`src/rtl/boot_sequencer.sv`:
```
// boot_sequencer
// ---------------
// Boot and debug sequencer for the on-chip CPU. After reset the CPU is held in
// reset while the sequencer owns the program memory port and loads a
// length-prefixed image from the UART receiver. The CPU is then released to
// run. A rising edge on scan_memory halts the CPU and streams the whole memory
// out over the UART transmitter, after which the CPU resumes.
//
// Handshakes:
//   rx_valid is a one-cycle strobe; a byte is accepted on any edge where
//   rx_valid & ce is high in LEN or LOAD, and is ignored in every other state.
//   tx_valid/tx_ready is a strict valid/ready pair: once tx_valid rises,
//   tx_data and tx_valid hold until an edge where tx_valid & tx_ready & ce.
//
// Ports:
//   clk, rst_n      clock, synchronous active-low reset
//   ce              global clock enable; 0 freezes every register
//   scan_memory     asynchronous dump request (level, edge-triggered)
//   rx_data/valid   UART receive byte + strobe
//   tx_data/valid/ready  UART transmit byte handshake
//   mem_sel         1 = sequencer owns the memory port, 0 = CPU
//   mem_addr/wdata/we    memory write/read address and write strobe
//   mem_rdata       synchronous read data (valid the cycle after mem_addr)
//   cpu_rst         active-high CPU reset
//   cpu_ce          CPU clock enable (ce gated off unless running)
//   dbg_state       FSM state: 0 LEN, 1 LOAD, 2 RUN, 3 DUMP_RD, 4 DUMP_CAP,
//                   5 DUMP_TX

module boot_sequencer #(
  parameter int ADDR_W = 6,
  parameter int DATA_W = 8
) (
  input  logic              clk,
  input  logic              rst_n,
  input  logic              ce,
  input  logic              scan_memory,
  input  logic [DATA_W-1:0] rx_data,
  input  logic              rx_valid,
  output logic [DATA_W-1:0] tx_data,
  output logic              tx_valid,
  input  logic              tx_ready,
  output logic              mem_sel,
  output logic [ADDR_W-1:0] mem_addr,
  output logic [DATA_W-1:0] mem_wdata,
  output logic              mem_we,
  input  logic [DATA_W-1:0] mem_rdata,
  output logic              cpu_rst,
  output logic              cpu_ce,
  output logic [2:0]        dbg_state
);

  typedef enum logic [2:0] {
    S_LEN      = 3'd0,
    S_LOAD     = 3'd1,
    S_RUN      = 3'd2,
    S_DUMP_RD  = 3'd3,
    S_DUMP_CAP = 3'd4,
    S_DUMP_TX  = 3'd5
  } state_t;

  localparam int                 CNT_W     = ADDR_W + 1;
  localparam int                 DEPTH     = 1 << ADDR_W;
  localparam logic [8:0]         DEPTH_9   = 9'(DEPTH);
  localparam logic [CNT_W-1:0]   DEPTH_CNT = CNT_W'(DEPTH);
  localparam logic [ADDR_W-1:0]  ADDR_LAST = ADDR_W'(DEPTH - 1);

  state_t              state_q, state_d;
  logic [CNT_W-1:0]    count_q, count_d;
  logic [ADDR_W-1:0]   addr_q, addr_d;
  logic [DATA_W-1:0]   wdata_q, wdata_d;
  logic                we_q, we_d;
  logic [DATA_W-1:0]   tx_data_q, tx_data_d;
  logic                tx_valid_q, tx_valid_d;
  logic                cpu_rst_q, cpu_rst_d;
  logic                cpu_run_q, cpu_run_d;
  logic                mem_sel_q, mem_sel_d;
  logic                sync1_q, sync1_d;
  logic                sync2_q, sync2_d;
  logic                scan_prev_q, scan_prev_d;

  logic                scan_rise;
  logic [8:0]          len_ext;
  logic [CNT_W-1:0]    len_count;

  // Length byte to write count: 0 means a full image, oversize clamps to DEPTH.
  always_comb begin
    len_ext = 9'(rx_data);
    if ((len_ext == 9'd0) || (len_ext > DEPTH_9)) begin
      len_count = DEPTH_CNT;
    end else begin
      len_count = CNT_W'(len_ext);
    end
  end

  // The edge register keeps running in every state, so a rising edge seen
  // outside RUN is consumed there and never replayed later.
  assign scan_rise = sync2_q & ~scan_prev_q;

  always_comb begin
    state_d     = state_q;
    count_d     = count_q;
    addr_d      = addr_q;
    wdata_d     = wdata_q;
    we_d        = 1'b0;
    tx_data_d   = tx_data_q;
    tx_valid_d  = tx_valid_q;
    cpu_rst_d   = cpu_rst_q;
    cpu_run_d   = cpu_run_q;
    mem_sel_d   = mem_sel_q;
    sync1_d     = scan_memory;
    sync2_d     = sync1_q;
    scan_prev_d = sync2_q;

    unique case (state_q)
      S_LEN: begin
        if (rx_valid) begin
          count_d = len_count;
          state_d = S_LOAD;
        end
      end

      S_LOAD: begin
        // The pending write (we_q) commits on this edge: advance the address
        // and consume one unit of the count.
        if (we_q) begin
          addr_d  = addr_q + ADDR_W'(1);
          count_d = count_q - CNT_W'(1);
        end
        if (we_q && (count_q == CNT_W'(1))) begin
          // Final write commits; a byte arriving on this same edge would be
          // one past the image and is dropped.
          state_d   = S_RUN;
          cpu_rst_d = 1'b0;
          cpu_run_d = 1'b1;
          mem_sel_d = 1'b0;
        end else if (rx_valid) begin
          wdata_d = rx_data;
          we_d    = 1'b1;
        end
      end

      S_RUN: begin
        if (scan_rise) begin
          state_d   = S_DUMP_RD;
          addr_d    = '0;
          mem_sel_d = 1'b1;
          cpu_run_d = 1'b0;
        end
      end

      S_DUMP_RD: begin
        state_d = S_DUMP_CAP;
      end

      S_DUMP_CAP: begin
        tx_data_d  = mem_rdata;
        tx_valid_d = 1'b1;
        state_d    = S_DUMP_TX;
      end

      S_DUMP_TX: begin
        if (tx_ready) begin
          tx_valid_d = 1'b0;
          if (addr_q == ADDR_LAST) begin
            state_d   = S_RUN;
            mem_sel_d = 1'b0;
            cpu_run_d = 1'b1;
          end else begin
            addr_d  = addr_q + ADDR_W'(1);
            state_d = S_DUMP_RD;
          end
        end
      end

      default: begin
        state_d = S_LEN;
      end
    endcase
  end

  // ce gates every update; rx/tx handshakes therefore need ce implicitly.
  always_ff @(posedge clk) begin
    if (!rst_n) begin
      state_q     <= S_LEN;
      count_q     <= '0;
      addr_q      <= '0;
      wdata_q     <= '0;
      we_q        <= 1'b0;
      tx_data_q   <= '0;
      tx_valid_q  <= 1'b0;
      cpu_rst_q   <= 1'b1;
      cpu_run_q   <= 1'b0;
      mem_sel_q   <= 1'b1;
      sync1_q     <= 1'b0;
      sync2_q     <= 1'b0;
      scan_prev_q <= 1'b0;
    end else if (ce) begin
      state_q     <= state_d;
      count_q     <= count_d;
      addr_q      <= addr_d;
      wdata_q     <= wdata_d;
      we_q        <= we_d;
      tx_data_q   <= tx_data_d;
      tx_valid_q  <= tx_valid_d;
      cpu_rst_q   <= cpu_rst_d;
      cpu_run_q   <= cpu_run_d;
      mem_sel_q   <= mem_sel_d;
      sync1_q     <= sync1_d;
      sync2_q     <= sync2_d;
      scan_prev_q <= scan_prev_d;
    end
  end

  // A write held over a ce=0 stretch is masked, then lands once ce returns.
  assign mem_we    = we_q & ce;
  assign cpu_ce    = cpu_run_q & ce;
  assign mem_addr  = addr_q;
  assign mem_wdata = wdata_q;
  assign mem_sel   = mem_sel_q;
  assign cpu_rst   = cpu_rst_q;
  assign tx_data   = tx_data_q;
  assign tx_valid  = tx_valid_q;
  assign dbg_state = state_q;

endmodule

```
`config.mk`:
```
export PLATFORM = sky130hd
export DESIGN_NAME = boot_sequencer
export DESIGN_NICKNAME = d
export VERILOG_FILES = /design/src/rtl/boot_sequencer.sv
export SDC_FILE = /design/constraint.sdc
export NUM_CORES = 1
export LEC_CHECK = 0
export BUFFER_PORTS_ARGS = -buffer_cell sky130_fd_sc_hd__buf_2
export CAP_MARGIN = 30
export CORE_ASPECT_RATIO = 0.9
export CORE_MARGIN = 4
export CORE_UTILIZATION = 28
export CTS_CLUSTER_SIZE = 10
export DETAILED_ROUTE_END_ITERATION = 10
export GPL_TIMING_DRIVEN = 0
export PLACE_DENSITY = 0.47
export SYNTH_ARGS = -nofsm -noshare
export SYNTH_HDL_FRONTEND = slang
export SYNTH_SLANG_ARGS = --single-unit
```
`constraint.sdc`:
```
create_clock -name clk -period 1.9 [get_ports clk]
set_input_delay 0.19 -clock clk [delete_from_list [all_inputs] [get_ports clk]]
set_output_delay 0.19 -clock clk [all_outputs]
set_load 0.005 [all_outputs]
```
==> results.toml, run 1 <==
[synthesis]
synth_flop_cell = "dfxtp_1"
ys_warn_count = 0
synth_seq_cells = 40
synthDominantCellAreaShare_pct = 39.07
synth-edff-count = 0
syn_inst = 227
synth_nets = 252
postSynthAreaPerCell_sq_um = 9.028
ys_async_sr_fraction_pct = 0
ys_types = 46
synth_top_area_cell = "dfxtp_1"
ys_seq_area_share_pct = 39.07
yosys-top-cells-area = "dfxtp_1 39%, mux2i_1 6.8%, nand2_1 6.2%"
synth.cell_area_sq_um = 2049

[placed_design]
dp_slack_ns = 0.1640
placed_cell_area_sq_um = 2416
post-dp-hpwl_mm = 3.858
place_congestion = 0.7449
portBuffers = 50

[routing]
routedWlPerCell_microns = 13.65
ant_nets = 0
drtIter0Drc = 43
first_pass_iters = 4
viasPerCell = 4.787
drcViolationCount = 0
wl_mm = 5.186
vias = 1819

[job]
maxCapViolCount = 0

[timing]
finalSetupViolations = 0
drv_slew = 0
worst_slack_ns = 0.1507
worstMarginPinSlew_ns = 0.5543
max_clock_freq_ghz = 0.5716
slew_headroom_pct = 62.91
grt_setup_unrepaired = "false"
fin_tns_setup_ns = 0
fin_skew_ns = 0.007782
post-route-period-util_pct = 92.07
period_needed_ns = 1.749
hold_viol = 0

[critical_path]
endpoint_kind = "flop"
critPathLaunch = "count_q[2]$_SDFFE_PN0P_"
rr_startpoint = "count_q[2]$_SDFFE_PN0P_"
critPathKind = "flop to flop"
cp.depth = 5
crit_chain = "nor4_4, nand4b_2, a221oi_4, nand4_1, o21a_1"
cp.required_ns = 2.09
cpPeakStageDelay_ns = 0.39
reg2reg_depth = 5
crit_family = "simple AND/OR/NAND/NOR gates"
crit_path_top_delay_cell = "dfxtp_1"
startpoint_type = "flop"
critPathBufInv = 0
cp_max_fo = 6
arrival_ns = 1.94

[global_routing]
grt_pass1_vias = 1816
grt_usage_pct = 12.48
grt_pass1_wl_mm = 8.880
grt_start_max_net_pins = 13
grt_overflow = 0
antenna_found_initial = 0

[clocking]
htree_num_levels = 2
cts_tree = "built"
cts_hold_buf = 0
clkLatencyLatePin_ns = 0.30
cts_root_buffer = "clkbuf_8"
clkSinkCount = 40
cts_buffers = 5
clk_transition_reported_paths_ns = 0.08
ctsLongestPathBuffers = 2

[layout]
layout_common_cells = "52 x buf_2, 40 x dfxtp_1, 34 x nand2_1"
nNetsFinal = 311
n_antenna_cell = 0
drive_above_1_share_pct = 27.53
fin_area_sq_um = 2547
mostFrequentLayoutCell = "buf_2"
area_growth_pct = 24.30

[hold_path]
hold_class = "input port to flop"
worstHoldStart = "mem_rdata[2]"
min_delay_path_depth = 3

[power_and_ir_drop]
leakagePower_nw = 1.032
p_per_area_nw_per_um2 = 682.4
vdd_drop_max_uv = 306.7

[run_status]
status = "finished clean"

[floorplanning]
row_count = 29
io_pins = 52
die_w_microns = 98.18
die_h_microns = 89.17
initial_core_util_pct = 28.97
core-area_sq_um = 7076
dieArea_sq_um = 8754
==> routing by layer <==
layer,track usage [%],vias to the layer above,wire (microns)
li1,-,921,-
met1,16.35,848,2503
met2,20.70,44,2319
met3,3.666,6,314
met4,2.605,0,48
met5,0,-,0
==> synth_stat cells (4+ instances only) <==
master / instances
nand3_1: 6
a21boi_1: 10
mux2i_1: 14
nor2_1: 14
a21oi_1: 9
nand4_1: 7
o21ai_1: 6
clkbuf_1: 5
nor2b_1: 13
nor3_1: 4
o21ai_0: 9
xnor2_1: 5
nand2_1: 34
dfxtp_1: 40
==> sequential cells by signal (all words and copies together) (netlist names) <==
name,cells
tx_valid,1
scan_prev_d,1
mem_sel,1
tx_data,8
mem_wdata,8
sync1_q,1
scan_prev_q,1
mem_addr,6
cpu_rst,1
cpu_run_q,1
count_q,7
we_q,1
dbg_state,3
==> power breakdown <==
part           switching [W]  internal [W]
Combinational       0.000131      0.000116
Sequential         0.0000285      0.000860
Clock               0.000312      0.000290
==> final timing paths <==
kind | end | slack (ns)
worst max-delay path | mem_sel$_SDFFE_PN1P_ | 0.15
worst min-delay path | tx_data[2]$_SDFFE_PN0P_ | 0.12
worst max register to register | mem_sel$_SDFFE_PN1P_ | 0.15
worst min register to register | tx_data[1]$_SDFFE_PN0P_ | 0.45
==> cells by family (layout without fill, tap and decap cells) <==
group	after synthesis	in the layout	share of synthesized area [%]
mux	14	14	6.837
flops	40	40	39.07
buf+inv	14	74	3.785
simple gates	96	96	25.89
compound gates	52	52	19.17
fa+ha+maj	3	3	1.832
xor+xnor	8	8	3.419
==> worst reg2reg max path, stage by stage (launching register included) <==
cell and delay, ns:
dfxtp_1 0.39, nor4_4 0.39, nand4b_2 0.24, a221oi_4 0.31, nand4_1 0.17, o21a_1 0.15
==> timing repair <==
action / in CTS / in global routing
setup buffers: 0 / 2
hold endpoints to repair: 0 / 0
resized for setup: 0 / 1
setup endpoints to repair: 0 / 4
==> through the flow <==
stage | std cells | total power (W) | hold slack [ns] | utilization (%)
floorplan | 227 | 0.001060 | 0.3248 | -
global placement | 370 | 0.001140 | 0.4370 | 34.15
detailed placement | 370 | 0.001138 | 0.4398 | 34.15
CTS | 378 | 0.001750 | 0.1196 | 35.46
global route | 380 | 0.001836 | 0.1319 | 36.00
finish | 380 | 0.001738 | 0.1241 | 36.00
==> cell type report <==
cell class / instances / area [sq um]
Buffer: 10 / 62.56
Clock buffer: 6 / 82.58
Clock inverter: 2 / 10.01
Fill cell: 739 / 4528
Inverter: 4 / 15.01
Multi-Input combinational cell: 173 / 1182
Sequential cell: 40 / 800.8
Tap cell: 93 / 116.4
Timing Repair Buffer: 52 / 277.8
Power figures use the tool's default switching activity.
==> run 2, diff against run 1 <==
CAP_MARGIN = unset   (was 30)
PLACE_DENSITY = 0.48   (was 0.47)
clock period = 1.51 ns   (was 1.9 ns; I/O delays follow)
==> results.toml, run 2 (same netlist as run 1, synthesis figures left out) <==
[timing]
finalSetupViolations = 11
fin_skew_ns = 0.01079
worst_slack_ns = -0.1239
hold_ws_ns = 0.09105
slew_headroom_pct = 68.10
hold_viol = 0
worstMarginPinSlew_ns = 0.4784
grt_setup_unrepaired = "true"
post-route-period-util_pct = 108.2
period_needed_ns = 1.634
max_clock_freq_ghz = 0.6120
drv_slew = 0

[floorplanning]
die_w_microns = 98.18
io_pins = 52
initial_core_util_pct = 28.97
die_h_microns = 89.17
row_count = 29
dieArea_sq_um = 8754
core-area_sq_um = 7076

[routing]
viasPerCell = 4.734
drtIter0Drc = 117
ant_nets = 0
routedWlPerCell_microns = 13.74
first_pass_iters = 4
wl_mm = 5.483
wl_met3_microns = 323
met2WireLength_mm = 2.432
drcViolationCount = 0
wl_met1_mm = 2.610
top_layer = "met4"
vias = 1889

[job]
maxCapViolCount = 0

[hold_path]
hold_class = "input port to flop"

[clocking]
cts_tree = "built"
ctsLongestPathBuffers = 2
clkSinkCount = 40
cts_buffers = 5
clkLatencyLatePin_ns = 0.30
clk_transition_reported_paths_ns = 0.09
cts_root_buffer = "clkbuf_8"
htree_num_levels = 2

[placed_design]
dp_cells = 370
dp_slack_ns = -0.2626
portBuffers = 50
post-dp-hpwl_mm = 3.793
place_congestion = 0.7456

[power_and_ir_drop]
p_per_area_nw_per_um2 = 936.2
leakagePower_nw = 1.166
vdd_drop_max_uv = 376.3

[layout]
drive_above_1_share_pct = 38.24
n_antenna_cell = 0
fill_cells = 728
multiInputGateArea_sq_um = 1276
layout_common_cells = "50 x buf_2, 34 x nand2_1, 31 x dfxtp_1"
nNetsFinal = 330
area_growth_pct = 40.78
regArea_sq_um = 824.5
layoutNonFillerInstCount = 399
mostFrequentLayoutCell = "buf_2"

[global_routing]
antenna_found_initial = 0
grt_overflow = 0
grt_pass1_wl_mm = 9.025
grt_start_max_net_pins = 14
grt_usage_pct = 12.67
grt_pass1_vias = 1785

[critical_path]
endpoint_kind = "flop"
cp_max_fo = 5
cp.required_ns = 1.71
arrival_ns = 1.84
startpoint_type = "flop"
critPathKind = "flop to flop"

[run_status]
failed_checks = "negative setup slack"
status = "finished with violations"
## run 2: path summary, 6_finish.rpt
kind / to / depth (start not counted) / startpoint / slack [ns]
hold / removal: tx_data[0]$_SDFFE_PN0P_ / 3 / mem_rdata[0] / 0.09
setup / recovery: mem_sel$_SDFFE_PN1P_ / 5 / count_q[2]$_SDFFE_PN0P_ / -0.12
hold reg to reg: tx_data[3]$_SDFFE_PN0P_ / 2 / tx_data[3]$_SDFFE_PN0P_ / 0.45
setup reg to reg: mem_sel$_SDFFE_PN1P_ / 5 / count_q[2]$_SDFFE_PN0P_ / -0.12
## run 2: what timing repair did
| action | 4_1_cts | 5_1_grt |
|---|---|---|
| setup buffers | 8 | 12 |
| hold buffers | 0 | 0 |
| endpoints found under the setup margin | 34 | 29 |
| pin swaps | 5 | 16 |
| cloned | 1 | 0 |
| gates resized for setup | 19 | 23 |
## run 2: power by group
| group | internal [W] | switching, W |
|---|---|---|
| combinational | 0.000179 | 0.000186 |
| sequential | 0.00108 | 0.0000360 |
| clock | 0.000827 | 0.000395 |
| total | 0.00208 | 0.000617 |
## run 2: stage by stage
| stage | cell area [sq um] | util (%) | setup TNS [ns] | total power [W] |
|---|---|---|---|---|
| final | 2885 | 40.78 | -1.006 | 0.002701 |
| after global routing | 2885 | 40.78 | -2.140 | 0.002819 |
| after CTS | 2713 | 38.34 | -1.016 | 0.002695 |
| after detailed placement | 2416 | 34.15 | -4.671 | 0.001433 |
| after global placement | 2416 | 34.15 | -4.792 | 0.001433 |
| after floorplan | 2049 | - | 0 | 0.001333 |
## run 2: layer usage
layer / vias to the layer above / GRT usage (%)
li1: 961 / -
met1: 865 / 17.04
met2: 52 / 20.40
met3: 11 / 2.964
met4: 0 / 3.970
met5: - / 0
## run 2: area by class of cell
type                            count  share of cell area [%]
Clock buffer                        5                   2.385
Clock inverter                      3                   3.122
Tap cell                           93                   4.033
Buffer                             10                   2.602
Inverter                            4                  0.5204
Multi-Input combinational cell    173                   44.23
Timing Repair Buffer               71                   14.53
Sequential cell                    40                   28.58
## run 2: critical path, cell delays in order (launching register included)
cell,delay [ns]
dfxtp_4,0.37
nor4_4,0.37
nand4b_4,0.18
a221oi_4,0.26
nand4_1,0.20
o21a_1,0.16
==> run 3, diff against run 2 <==
PLACE_DENSITY = 0.5   (was 0.48)
==> results.toml, run 3 (same netlist as run 1, synthesis figures left out) <==
[power_and_ir_drop]
power_switching_w = 0.0005919
power.internal_w = 0.001629
leakagePower_nw = 1.105
vdd_drop_max_uv = 264.9
clockPowerShare_pct = 33.6
p_seq_share_pct = 50.3
switching_share_pct = 26.65
power_frac_comb_pct = 16.1
p_per_area_nw_per_um2 = 814.2

[run_status]
status = "finished with violations"
failed_checks = "negative setup slack"

[timing]
period_needed_ns = 1.612
max_clock_freq_ghz = 0.6203
slew_headroom_pct = 67.00
post-route-period-util_pct = 106.8
worstMarginPinSlew_ns = 0.4950
fin_skew_ns = 0.004891
worst_slack_ns = -0.1020
grt_setup_unrepaired = "true"
hold_viol = 0
finalSetupViolations = 14
drv_slew = 0

[critical_path]
critPathKind = "flop to flop"
cpPeakStageDelay_ns = 0.36
crit_path_top_delay_cell = "dfxtp_4"
arrival_ns = 1.81
cp.required_ns = 1.70
cp_max_fo = 3
crit_chain = "nor4_4, nand4b_4, a221oi_4, nand4_1, o21a_1"
cp.depth = 5
crit_family = "simple AND/OR/NAND/NOR gates"
endpoint_kind = "flop"
reg2reg_depth = 5
critPathBufInv = 0
startpoint_type = "flop"

[layout]
n_antenna_cell = 0
fin_area_sq_um = 2728
layout_common_cells = "50 x buf_2, 34 x nand2_1, 32 x dfxtp_1"
area_growth_pct = 33.09
regArea_sq_um = 818.3
mostFrequentLayoutCell = "buf_2"
drive_above_1_share_pct = 35.55
layoutNonFillerInstCount = 394
multiInputGateArea_sq_um = 1242
fill_cells = 728
nNetsFinal = 325

[routing]
routedWlPerCell_microns = 13.44
ant_nets = 0
vias = 1873
drtIter0Drc = 94
viasPerCell = 4.754
drcViolationCount = 0
first_pass_iters = 4
wl_mm = 5.294

[placed_design]
place_congestion = 0.7557
placed_cell_area_sq_um = 2416
dp_slack_ns = -0.2568
post-dp-hpwl_mm = 3.770
dp_cells = 370
portBuffers = 50

[clocking]
clk_transition_reported_paths_ns = 0.08
ctsLongestPathBuffers = 2
clkLatencyLatePin_ns = 0.30
cts_buffers = 5
htree_num_levels = 2
clkSinkCount = 40
cts_root_buffer = "clkbuf_8"
cts_tree = "built"
cts_hold_buf = 0

[floorplanning]
die_h_microns = 89.17
die_w_microns = 98.18
dieArea_sq_um = 8754
initial_core_util_pct = 28.97
core-area_sq_um = 7076
io_pins = 52
row_count = 29

[hold_path]
hold_class = "input port to flop"
min_delay_path_depth = 3

[global_routing]
grt_start_max_net_pins = 12
grt_overflow = 0
grt_pass1_vias = 1622
grt_usage_pct = 12.37
antenna_found_initial = 0
grt_pass1_wl_mm = 8.673

[job]
maxCapViolCount = 0
[run 3: cell count changes in the layout (fill, tap and decap cells not counted), sizes merged]
cell	delta
clkbuf	+2
bufinv	-3
buf	-4
[run 3: final timing paths]
check,from,end,slack [ns]
worst max-delay path,count_q[3]$_SDFFE_PN0P_,mem_sel$_SDFFE_PN1P_,-0.10
worst min-delay path,mem_rdata[2],tx_data[2]$_SDFFE_PN0P_,0.09
worst max register to register,count_q[3]$_SDFFE_PN0P_,mem_sel$_SDFFE_PN1P_,-0.10
worst min register to register,cpu_run_q$_SDFFE_PN0P_,cpu_run_q$_SDFFE_PN0P_,0.45
[run 3: power groups by stage]
stage	Clock (W)	Sequential (W)	Combinational, W
floorplan	0	0.00114	0.000198
global placement	0	0.00114	0.000290
detailed placement	0	0.00114	0.000289
CTS	0.000781	0.00112	0.000330
global route	0.000813	0.00112	0.000397
finish	0.000746	0.00112	0.000358
[run 3: stage by stage]
step | util, % | hold slack, ns | total power [W] | TNS (ns)
final | 38.55 | 0.08526 | 0.002221 | -0.4525
after global routing | 38.55 | 0.09014 | 0.002331 | -2.167
after CTS | 36.87 | 0.07878 | 0.002228 | -0.7600
after detailed placement | 34.15 | 0.3976 | 0.001432 | -4.607
after global placement | 34.15 | 0.3961 | 0.001432 | -4.643
after floorplan | - | 0.2858 | 0.001333 | 0
[run 3: cell type report]
cell class | instances | area share [%]
Tap cell | 93 | 4.266
Multi-Input combinational cell | 173 | 45.55
Buffer | 10 | 2.615
Sequential cell | 40 | 30.00
Timing Repair Buffer | 66 | 13.72
Clock buffer | 8 | 3.303
Inverter | 4 | 0.5505
[run 3: worst min-delay path, stage by stage]
cell      delay [ns]
buf_2           0.10
nand2_1         0.04
a21boi_1        0.05
[run 3: metal layers]
metal / global-route usage [%] / wire length, microns / vias up
met3: 2.964 / 251 / 8
met4: 4.715 / 85 / 0
met1: 17.09 / 2620 / 870
li1: - / - / 950
met2: 18.85 / 2336 / 45
met5: 0 / 0 / -
[run 3: what timing repair did]
| item | 4_1_cts | 5_1_grt |
|---|---|---|
| pin swaps | 5 | 6 |
| resized for setup | 13 | 18 |
| setup buffers | 8 | 8 |
| endpoints found under the setup margin | 35 | 32 |
